`config.mk`:
```
export PLATFORM = sky130hd
export DESIGN_NAME = spi_nibble_master_tx
export DESIGN_NICKNAME = d
export VERILOG_FILES = /design/src/rtl/spi_link_pkg.sv /design/src/rtl/sclk_tick_gen.sv /design/src/rtl/spi_nibble_master_tx.sv
export SDC_FILE = /design/constraint.sdc
export NUM_CORES = 1
export LEC_CHECK = 0
export CORE_MARGIN = 4
export CORE_UTILIZATION = 40
export DETAILED_ROUTE_END_ITERATION = 10
export SYNTH_ARGS = -nofsm -noshare
export SYNTH_HDL_FRONTEND = slang
export SYNTH_HIERARCHICAL = 1
export SYNTH_SLANG_ARGS = --single-unit
export TNS_END_PERCENT = 10
```
`constraint.sdc`:
```
create_clock -name clk -period 2.4 [get_ports clk]
set_clock_uncertainty 0.15 [all_clocks]
set_input_delay 0.48 -clock clk [delete_from_list [all_inputs] [get_ports clk]]
set_output_delay 0.48 -clock clk [all_outputs]
set_load 0.01 [all_outputs]
```
`src/rtl/spi_link_pkg.sv`:
```
// Shared definitions for the board-to-board SPI link (master TX and slave RX).
// Optional macro SPI_TX_PARITY_EN appends an even-parity bit to every frame.
`default_nettype none

package spi_link_pkg;

    localparam int DEFAULT_DATA_W = 4;

    typedef enum logic [2:0] {
        IDLE  = 3'd0,
        SETUP = 3'd1,
        SHIFT = 3'd2,
        HOLD  = 3'd3,
        DONE  = 3'd4
    } state_t;

    function automatic int frame_bits(input int data_w);
`ifdef SPI_TX_PARITY_EN
        return data_w + 1;
`else
        return data_w;
`endif
    endfunction

endpackage

`default_nettype wire

```
`src/rtl/sclk_tick_gen.sv`:
```
// Half-period enable generator: half_tick pulses once every CLK_DIV enabled cycles.
`default_nettype none

module sclk_tick_gen #(
    parameter int CLK_DIV = 4
) (
    input  logic clk,
    input  logic rst,
    input  logic en,
    input  logic clear,
    output logic half_tick
);

    localparam int CNT_W = (CLK_DIV > 1) ? $clog2(CLK_DIV) : 1;
    localparam logic [CNT_W-1:0] WRAP = CNT_W'(CLK_DIV - 1);

    logic [CNT_W-1:0] cnt;

    always_ff @(posedge clk or posedge rst) begin
        if (rst) begin
            cnt <= '0;
        end else if (clear || !en || (cnt == WRAP)) begin
            cnt <= '0;
        end else begin
            cnt <= cnt + CNT_W'(1);
        end
    end

    assign half_tick = en && (cnt == WRAP);

endmodule

`default_nettype wire

```
`src/rtl/spi_nibble_master_tx.sv`:
```
// SPI mode-0 master transmitter: one DATA_W-bit frame per start, MSB first, cs_n framed.
// Optional macro SPI_TX_PARITY_EN appends an even-parity bit after the LSB.
`default_nettype none

module spi_nibble_master_tx
    import spi_link_pkg::*;
#(
    parameter int CLK_DIV = 4,
    parameter int DATA_W  = DEFAULT_DATA_W
) (
    input  logic              clk,
    input  logic              rst,
    input  logic              start,
    input  logic [DATA_W-1:0] data_in,
    output logic              busy,
    output logic              done,
    output logic              sclk,
    output logic              mosi,
    output logic              cs_n
);

    localparam int FRAME_BITS = frame_bits(DATA_W);
    localparam int BIT_W      = (FRAME_BITS > 1) ? $clog2(FRAME_BITS + 1) : 1;
    localparam logic [BIT_W-1:0] LAST_BIT = BIT_W'(FRAME_BITS - 1);

    state_t                state, state_next;
    logic [FRAME_BITS-1:0] shreg, shreg_next, shreg_rot, load_value;
    logic [BIT_W-1:0]      bit_cnt, bit_cnt_next;
    logic                  sclk_next, mosi_next, cs_n_next, busy_next, done_next;
    logic                  half_tick, tick_en, tick_clear;

`ifdef SPI_TX_PARITY_EN
    assign load_value = {data_in, ^data_in};
`else
    assign load_value = data_in;
`endif

    // Rotate rather than shift so the register stays fully used; the current bit sits at the MSB.
    assign shreg_rot = (shreg << 1) | (shreg >> (FRAME_BITS - 1));

    assign tick_en    = (state == SETUP) || (state == SHIFT) || (state == HOLD);
    assign tick_clear = (state_next != state);

    sclk_tick_gen #(
        .CLK_DIV (CLK_DIV)
    ) u_tick (
        .clk       (clk),
        .rst       (rst),
        .en        (tick_en),
        .clear     (tick_clear),
        .half_tick (half_tick)
    );

    always_ff @(posedge clk or posedge rst) begin
        if (rst) begin
            state   <= IDLE;
            shreg   <= '0;
            bit_cnt <= '0;
            sclk    <= 1'b0;
            mosi    <= 1'b0;
            cs_n    <= 1'b1;
            busy    <= 1'b0;
            done    <= 1'b0;
        end else begin
            state   <= state_next;
            shreg   <= shreg_next;
            bit_cnt <= bit_cnt_next;
            sclk    <= sclk_next;
            mosi    <= mosi_next;
            cs_n    <= cs_n_next;
            busy    <= busy_next;
            done    <= done_next;
        end
    end

    always_comb begin
        state_next   = state;
        shreg_next   = shreg;
        bit_cnt_next = bit_cnt;
        sclk_next    = sclk;
        mosi_next    = mosi;
        cs_n_next    = cs_n;
        busy_next    = busy;
        done_next    = done;

        case (state)
            IDLE: begin
                if (start) begin
                    shreg_next   = load_value;
                    bit_cnt_next = '0;
                    cs_n_next    = 1'b0;
                    mosi_next    = data_in[DATA_W-1];
                    busy_next    = 1'b1;
                    state_next   = SETUP;
                end
            end
            SETUP: begin
                if (half_tick) begin
                    sclk_next  = 1'b1;
                    state_next = SHIFT;
                end
            end
            SHIFT: begin
                if (half_tick) begin
                    if (sclk) begin
                        // Falling edge: advance to the next bit unless this was the last one.
                        sclk_next = 1'b0;
                        if (bit_cnt != LAST_BIT) begin
                            shreg_next = shreg_rot;
                            mosi_next  = shreg_rot[FRAME_BITS-1];
                        end
                    end else if (bit_cnt == LAST_BIT) begin
                        state_next = HOLD;
                    end else begin
                        sclk_next    = 1'b1;
                        bit_cnt_next = bit_cnt + BIT_W'(1);
                    end
                end
            end
            HOLD: begin
                if (half_tick) begin
                    cs_n_next  = 1'b1;
                    mosi_next  = 1'b0;
                    done_next  = 1'b1;
                    state_next = DONE;
                end
            end
            DONE: begin
                done_next  = 1'b0;
                busy_next  = 1'b0;
                state_next = IDLE;
            end
            default: begin
                state_next = IDLE;
            end
        endcase
    end

endmodule

`default_nettype wire

```
-- After elaboration in Yosys (flattened, before gate mapping)
Cells that the tools add are included.
- output and inout port bits: 5
- bits in registers: 17
- input port bits: 7
- add/sub/neg operators: 2
- equality and inequality tests: 16
- bitwise operators: 1
- muxes and demuxes: 34
- reductions and logical operators: 20
- operators by type and width (operator ; count):
    3-bit two-way mux ; 10
    4-bit two-way mux ; 4
    2-bit != test (second input constant) ; 7
    3-bit case mux with 4 select lines ; 1
    1-bit two-way mux ; 11
    5-bit AND reduction ; 2
    2-bit nonzero test ; 5
    3-bit by 2-bit equality test with 1-bit output (second input constant) ; 3
    1-bit case mux with 2 select lines ; 4
    4-bit case mux with 2 select lines ; 1
    3-bit case mux with 2 select lines ; 1
    3-bit AND reduction ; 2
    6-bit AND reduction ; 1
    1-bit logical OR ; 4
    4-bit by 1-bit OR with 4-bit output ; 1
    2-bit AND reduction ; 2
    3-bit by 1-bit adder with 3-bit output (second input constant) ; 1
    3-bit by 1-bit equality test with 1-bit output (second input constant) ; 1
    3-bit equality test (second input constant) ; 1
    3-bit logical NOT ; 1
    3-bit by 2-bit != test with 1-bit output (second input constant) ; 1
    3-bit != test ; 1
    1-bit case mux with 3 select lines ; 1
    3-bit nonzero test ; 1
    6 further kinds ; 6

-- Longest topological paths before layout
Gate-level depths: netlist (run 1).
- depth after elaboration: 10
- mapped depth: 8
- depth with buffers taken out: 7

-- Modules after synthesis
The synthesis (run 1) kept the hierarchy.
- by module, submodules not included (module ; seq. area each (sq um) ; area each (sq um) ; instances ; cells an instance):
    spi_nibble_master_tx ; 376.6 ; 815.8 ; 1 ; 83
    sclk_tick_gen ; 50.0 ; 100.1 ; 1 ; 7

-- Worst setup path before layout (run 1)
OpenSTA, ideal clock, no wires.
- kind: register to register
- start: register state[0]
- end: register u_tick.cnt[1]
- path slack: 0.292 ns
- path buffers: 1
- cell stages (with the launch flop): 9
- arrival time: 1.837 ns
- path through: dfrtp_1 -> buf_2 -> nor2_1 -> nor2_1 -> and2_1 -> nand3_1 -> o31a_1 -> o21bai_1 -> and4bb_2
- longest elaborated chain between the ends: 10
- elaborated cells on any way between the ends: 19
- ends and longest elaborated chain (item ; RTL line ; RTL):
    start: declaration ; spi_nibble_master_tx.sv:26 ; state_t state, state_next;
    start signal: assignment ; spi_nibble_master_tx.sv:65 ; state <= state_next;
    3-bit by 1-bit equality test with 1-bit output / 3-bit by 2-bit equality test with 1-bit output (equally long branches) ; spi_nibble_master_tx.sv:41 ; assign tick_en = (state == SETUP) || (state == SHIFT) || (state == HOLD);
    1-bit logical OR ; spi_nibble_master_tx.sv:41 ;
    1-bit logical OR (*) ; spi_nibble_master_tx.sv:41 ;
    via tick_en ; spi_nibble_master_tx.sv:30 ; logic half_tick, tick_en, tick_clear;
    1-bit logical AND (*) ; sclk_tick_gen.sv:29 ; assign half_tick = en && (cnt == WRAP);
    via half_tick ; spi_nibble_master_tx.sv:30 ;
    3-bit two-way mux (on tied branches) ; spi_nibble_master_tx.sv:121, spi_nibble_master_tx.sv:98, spi_nibble_master_tx.sv:104 ;
    3-bit case mux with 4 select lines (*) ; spi_nibble_master_tx.sv:86 ; case (state)
    3-bit != test (*) ; spi_nibble_master_tx.sv:42 ; assign tick_clear = (state_next != state);
    via tick_clear ; spi_nibble_master_tx.sv:30 ;
    1-bit logical OR (*) (2 in a row) ; sclk_tick_gen.sv:22 ; end else if (clear || !en || (cnt == WRAP)) begin
    2-bit two-way mux (*) ; sclk_tick_gen.sv:22 ;
    end signal: assignment ; sclk_tick_gen.sv:25 ; cnt <= cnt + CNT_W'(1);
    end: declaration ; sclk_tick_gen.sv:17 ; logic [CNT_W-1:0] cnt;
Mark *: on every way through the listed nets, which the timed path passes. The rest lies on a longest branch.
A chain may end at the register's enable or synchronous reset.

-- Final worst setup path (run 1)
- start: register cs_n
- end: output port cs_n
- RTL lines (item ; RTL line ; RTL):
    start: declaration ; spi_nibble_master_tx.sv:19 ; output logic cs_n
    start signal: assignment ; spi_nibble_master_tx.sv:70 ; cs_n <= cs_n_next;
No word-level cell between the ends.

==> reports/metrics.cfg, run 1 <==
[die]
die_area_um2=3120
std_cell_rows=17
fp.coreArea_um2=2190
die_y_um=55.9
ios=12
start_util_pct=41.8
die_w_um=55.9

[global_routing]
grt_pass1_vias=668
gr-total-overflow=0
grt_pass1_wl_um=2960
antenna_found_initial=0
grt_max_degree=16
track_usage_pct=12.2

[logic_synthesis]
synth_edf_count=0
syn_inst=90
syn_avg_cell_area_um2=10.2
synth_top_area_share_pct=43.7
synth-seq-area-share_pct=46.6
syn_nets=100
ys_ff_latch=17
async_flop_share_pct=100
synthDistinctLibCells=35
synth_area_um2=916
synth.area.top_cells=dfrtp_1, a21oi_1, ha_1
synth.largest_area_cell=dfrtp_1
yosysWarningCount=6
synth_ff_type=dfrtp_1

[power_and_ir_drop]
peakVddDrop_uv=434
p_sw_share_pct=36.8
clockPowerShare_pct=14.7
p_sw_mw=0.393
p_total_mw=1.07
powerDensity_nw_per_um2=971
internal_power_mw=0.674
leakagePower_nw=0.496
p_seq_share_pct=40.2
power_frac_comb_pct=45.1

[hold_path]
hp-class=in -> async

[layout]
fill_cells=220
final_cell_area_um2=1100
multiInputGateArea_um2=447
layout_commonest_cell=dfrtp_1
drive_above_1_share_pct=16.0
seqCellArea_um2=427
fin_cells=134
antennaDiodeCount=0
area_delta_synth_final_pct=19.9
final_cell_mix=dfrtp_1, clkdlybuf4s50_1, nor2_1
final_nets=117

[cts]
insertion_delay_ps=290
cts.path.max_buffers=2
hold_buffers=0
numCtsBuffers=3
htree_levels=1
cts_resized=0
root_buffer=clkbuf_4
cts_sinks=17
cts_tree=done
cts_setup_buffers=0
clkTransAtPathRegs_ps=100

[timing]
fmax_mhz=499
tightest_slew_ps=589
slew_headroom_pct=60.7
fin_hold_ws_ps=197
rsz0062_at_grt=false
setup_viol=0
min_period_ps=2000
fin_crit_sh_pct=83.4
slew_violations=0
tns_ps=0
hold_violations=0

[setup_path]
cp.arrival_ps=1370
crit_path_end_kind=output pin
critPathLaunchType=flip-flop
worstSetupPathType=reg -> out
crit_slowest_cell=dfstp_2
slowest_delay_ps=550
crit_family=flip-flops
cp_max_fo=3
cp_num_buf_inv=1
required_ps=1770
path_cells=clkdlybuf4s50_1

[detailed_routing]
routed_wl_um=1740
via_count=691
drc=0
ant_nets=0
via_per_inst=5.16
wl_per_cell_um=13.0
drt_iter0_drc=10
dr.pass1.iters=4

[placement]
port_buffers=11
routabilityCongestion=0.709
placed_area_um2=1070
dp.cells=130
hpwlAfterDp_um=1290

[outcome]
status=completed

[job]
drv_cap=0

[worst register-to-register path, cell delays in order, from the launching register on]
cell	delay, ps
dfrtp_1	390
nor2_1	240
nor2_1	100
and2_1	160
buf_4	160
and4b_1	200
nor3_2	210
nor3_2	80
a2bb2oi_1	140
[per-stage QoR]
step                util [%]  setup WS, ps
global route            50.1           300
global placement        48.9           372
CTS                     50.1           372
floorplan                  -           292
finish                  50.1           398
detailed placement      48.9           335
[Yosys cell counts, types with 2 or more instances]
| library cell | instances |
|---|---|
| inv_1 | 6 |
| nand2_1 | 4 |
| nor2_1 | 9 |
| or2b_1 | 2 |
| ha_1 | 3 |
| nand3_1 | 2 |
| o21ai_0 | 7 |
| and2b_1 | 2 |
| and2_1 | 2 |
| mux2i_1 | 3 |
| nor3_2 | 3 |
| a21oi_1 | 8 |
| a22o_1 | 2 |
| dfrtp_1 | 16 |
[routing by layer]
| layer | wire, µm | GRT usage, % |
|---|---|---|
| met1 | 838 | 14.9 |
| met5 | 0 | 0 |
| met4 | 13 | 5.08 |
| met2 | 803 | 19.3 |
| met3 | 85 | 4.87 |
[cells by family (layout without fill, tap and decap cells)]
logic type,count (synthesis),after routing,synth area share [%]
AND/OR/NAND/NOR,31,31,22.1
XOR/XNOR,1,1,0.956
flip-flops,17,17,46.6
multiplexers,4,4,4.51
adder cells (fa/ha/maj),3,3,4.10
buffers and inverters,9,25,4.64
AO/OA/AOI/OAI,25,25,17.1
[state kept, by name (all words and copies together) (netlist names)]
signal      count
shreg           4
bit_cnt         3
state           3
u_tick/cnt      2
busy            1
cs_n            1
done            1
mosi            1
sclk            1
[final timing paths]
kind / slack [ps] / endpoint / from / cells after the start
max reg2reg: 440 / shreg[3] / state[0] / 8
max: 400 / cs_n / cs_n / 1
min: 200 / u_tick/cnt[0] / rst / 2
max in group asynchronous: 1300 / shreg[0] / rst / 2
min in group clk: 320 / u_tick/cnt[0] / u_tick/cnt[0] / 1
min reg2reg: 320 / u_tick/cnt[0] / u_tick/cnt[0] / 1
[power by group through the flow]
stage	Combinational [mW]	Clock (mW)	Sequential (mW)
3_5_place_dp	0.484	0	0.435
3_3_place_gp	0.474	0	0.432
4_1_cts	0.486	0.165	0.429
2_1_floorplan	0.332	0	0.445
5_1_grt	0.537	0.178	0.439
6_report	0.481	0.157	0.429
[area by class of cell]
| type | instances | area share, % |
|---|---|---|
| clock buffer | 3 | 2.05 |
| clock inverter | 1 | 0.456 |
| inverter | 6 | 2.05 |
| multi-input combinational | 64 | 40.7 |
| sequential | 17 | 38.8 |
| tap | 28 | 3.19 |
| timing repair buffer | 15 | 12.8 |
Power figures use the tool's default switching activity.
==> run 2, diff against run 1 <==
==> constraint.sdc (replaced) <==
create_clock -name clk -period 1.8 [get_ports clk]
set_clock_uncertainty 0.15 [all_clocks]
set_input_delay 0.36 -clock clk [delete_from_list [all_inputs] [get_ports clk]]
set_output_delay 0.36 -clock clk [all_outputs]
set_load 0.01 [all_outputs]
==> run 2 against run 1 <==
Effect of this change: first-iteration DRC count shrank 40%; routed wire length grew 13%; combinational power grew 68%; die area is the same; critical endpoint is now u_tick/cnt[1]; largest power group unchanged.
==> reports/metrics.cfg, run 2 (synthesis gave the netlist of run 1 again) <==
[outcome]
status=completed

[die]
fp.coreArea_um2=2190  ; unchanged
die_y_um=55.9  ; unchanged
die_area_um2=3120  ; unchanged
die_w_um=55.9  ; unchanged
std_cell_rows=17  ; unchanged
start_util_pct=41.8  ; unchanged
ios=12  ; unchanged

[power_and_ir_drop]
leakagePower_nw=0.592  ; +19%
peakVddDrop_uv=795  ; +83%
powerDensity_nw_per_um2=1280  ; +32%
p_total_mw=1.60  ; +50%

[cts]
insertion_delay_ps=300  ; about the same
cts_tree=done
root_buffer=clkbuf_4
cts_sinks=17  ; unchanged
cts.path.max_buffers=2  ; unchanged
clkTransAtPathRegs_ps=100  ; about the same
hold_buffers=0  ; unchanged
htree_levels=1  ; unchanged
numCtsBuffers=3  ; unchanged

[setup_path]
cp.arrival_ps=1810  ; +440 ps
crit_path_end_kind=flip-flop
required_ps=1850  ; +80 ps
worstSetupPathType=reg -> reg
cp_max_fo=6  ; +3
critPathLaunchType=flip-flop

[placement]
port_buffers=11  ; unchanged
routabilityCongestion=0.769  ; +8.5%
hpwlAfterDp_um=1500  ; +16%
place_ws_ps=-61.0  ; -396 ps
placed_area_um2=1190  ; +11%

[timing]
hold_violations=0  ; unchanged
slew_headroom_pct=81.2  ; +21 points
rsz0062_at_grt=true
fmax_mhz=568
min_period_ps=1760
tns_ps=0  ; unchanged
tightest_slew_ps=282  ; -307 ps
setup_viol=0  ; unchanged
slew_violations=0  ; unchanged
fin_crit_sh_pct=97.9
fin_ws_ps=38.5  ; -359 ps

[hold_path]
hp-class=in -> async

[detailed_routing]
drc=0  ; unchanged
drt_iter0_drc=6  ; -4
wl_per_cell_um=13.3  ; +2.5%
via_count=772  ; +12%
ant_nets=0  ; unchanged
via_per_inst=5.22  ; +1.2%
routed_wl_um=1970  ; +13%
dr.pass1.iters=4  ; unchanged

[global_routing]
antenna_found_initial=0  ; unchanged
grt_pass1_vias=789  ; +18%
gr-total-overflow=0  ; unchanged
grt_max_degree=15  ; -1
grt_pass1_wl_um=3490  ; +18%
track_usage_pct=13.9  ; +1.7 points

[job]
drv_cap=0  ; unchanged

[layout]
largest-register=shreg
largest_reg_flops=4  ; unchanged
largestRegisters=shreg: 4 flops, bit_cnt: 3 flops, state: 3 flops
post-route-util_pct=57.1  ; +7.0 points
drive_above_1_share_pct=34.2  ; +18 points
area_delta_synth_final_pct=36.6
final_nets=131  ; +12%
layout_commonest_cell=buf_4
final_cell_area_um2=1250  ; +14%
final_cell_mix=buf_4, dfrtp_1, a21oi_1, clkdlybuf4s50_1, o21ai_0
antennaDiodeCount=0  ; unchanged

==> run 2: metrics by stage <==
step / hold WS, ps / std cells
after floorplan: -48.8 / 90
after global placement: 301 / 142
after detailed placement: 301 / 142
after CTS: 64.6 / 146
after global routing: 96.9 / 148
final: 71.0 / 148
==> run 2: what timing repair did <==
action,4_1_cts,5_1_grt
pin swaps,2,4
endpoints found under the hold margin,0,0
setup buffers,0,2
cloned,0,0
gates resized for setup,3,8
endpoints found under the setup margin,5,9
==> run 2: final timing paths <==
path	startpoint	endpoint	slack [ps]	cells past startpoint
setup / recovery	state[2]	u_tick/cnt[1]	40	6
hold / removal	rst	u_tick/cnt[1]	70	2
setup reg to reg	state[2]	u_tick/cnt[1]	40	6
hold reg to reg	u_tick/cnt[0]	u_tick/cnt[0]	320	1
max in group asynchronous	rst	cs_n	830	3
min in group clk	u_tick/cnt[0]	u_tick/cnt[0]	320	1
==> run 2: power breakdown <==
group | switching, mW | internal (mW) | leakage (nW)
Clock | 0.127 | 0.0829 | 0.0177
Combinational | 0.379 | 0.427 | 0.368
Sequential | 0.0832 | 0.503 | 0.206
Total | 0.589 | 1.01 | 0.592
==> run 2: metal layers <==
| layer | up-vias | GRT usage (%) | wire, µm | part of all wire [%] |
|---|---|---|---|---|
| li1 | 383 | - | - | - |
| met4 | 0 | 2.03 | 18 | 0.91 |
| met2 | 13 | 23.5 | 995 | 50 |
| met1 | 374 | 17.4 | 883 | 45 |
| met3 | 2 | 5.10 | 73 | 3.7 |
| met5 | - | 0 | 0 | 0 |
==> run 2: critical path, cell delays in order (launching register included) <==
cell and delay (ps):
dfrtp_2 470, nor2_4 130, and2_4 190, nand3_4 60, o31a_1 250, o21bai_2 160, and4bb_2 240
==> run 2: final cells by class <==
type                            count  area (µm²)
Fill cell                         192         940
Multi-Input combinational cell     64         488
Sequential cell                    17         429
Timing Repair Buffer               29         249
Tap cell                           28        35.0
Clock buffer                        3        22.5
Inverter                            6        22.5
Clock inverter                      1        5.00
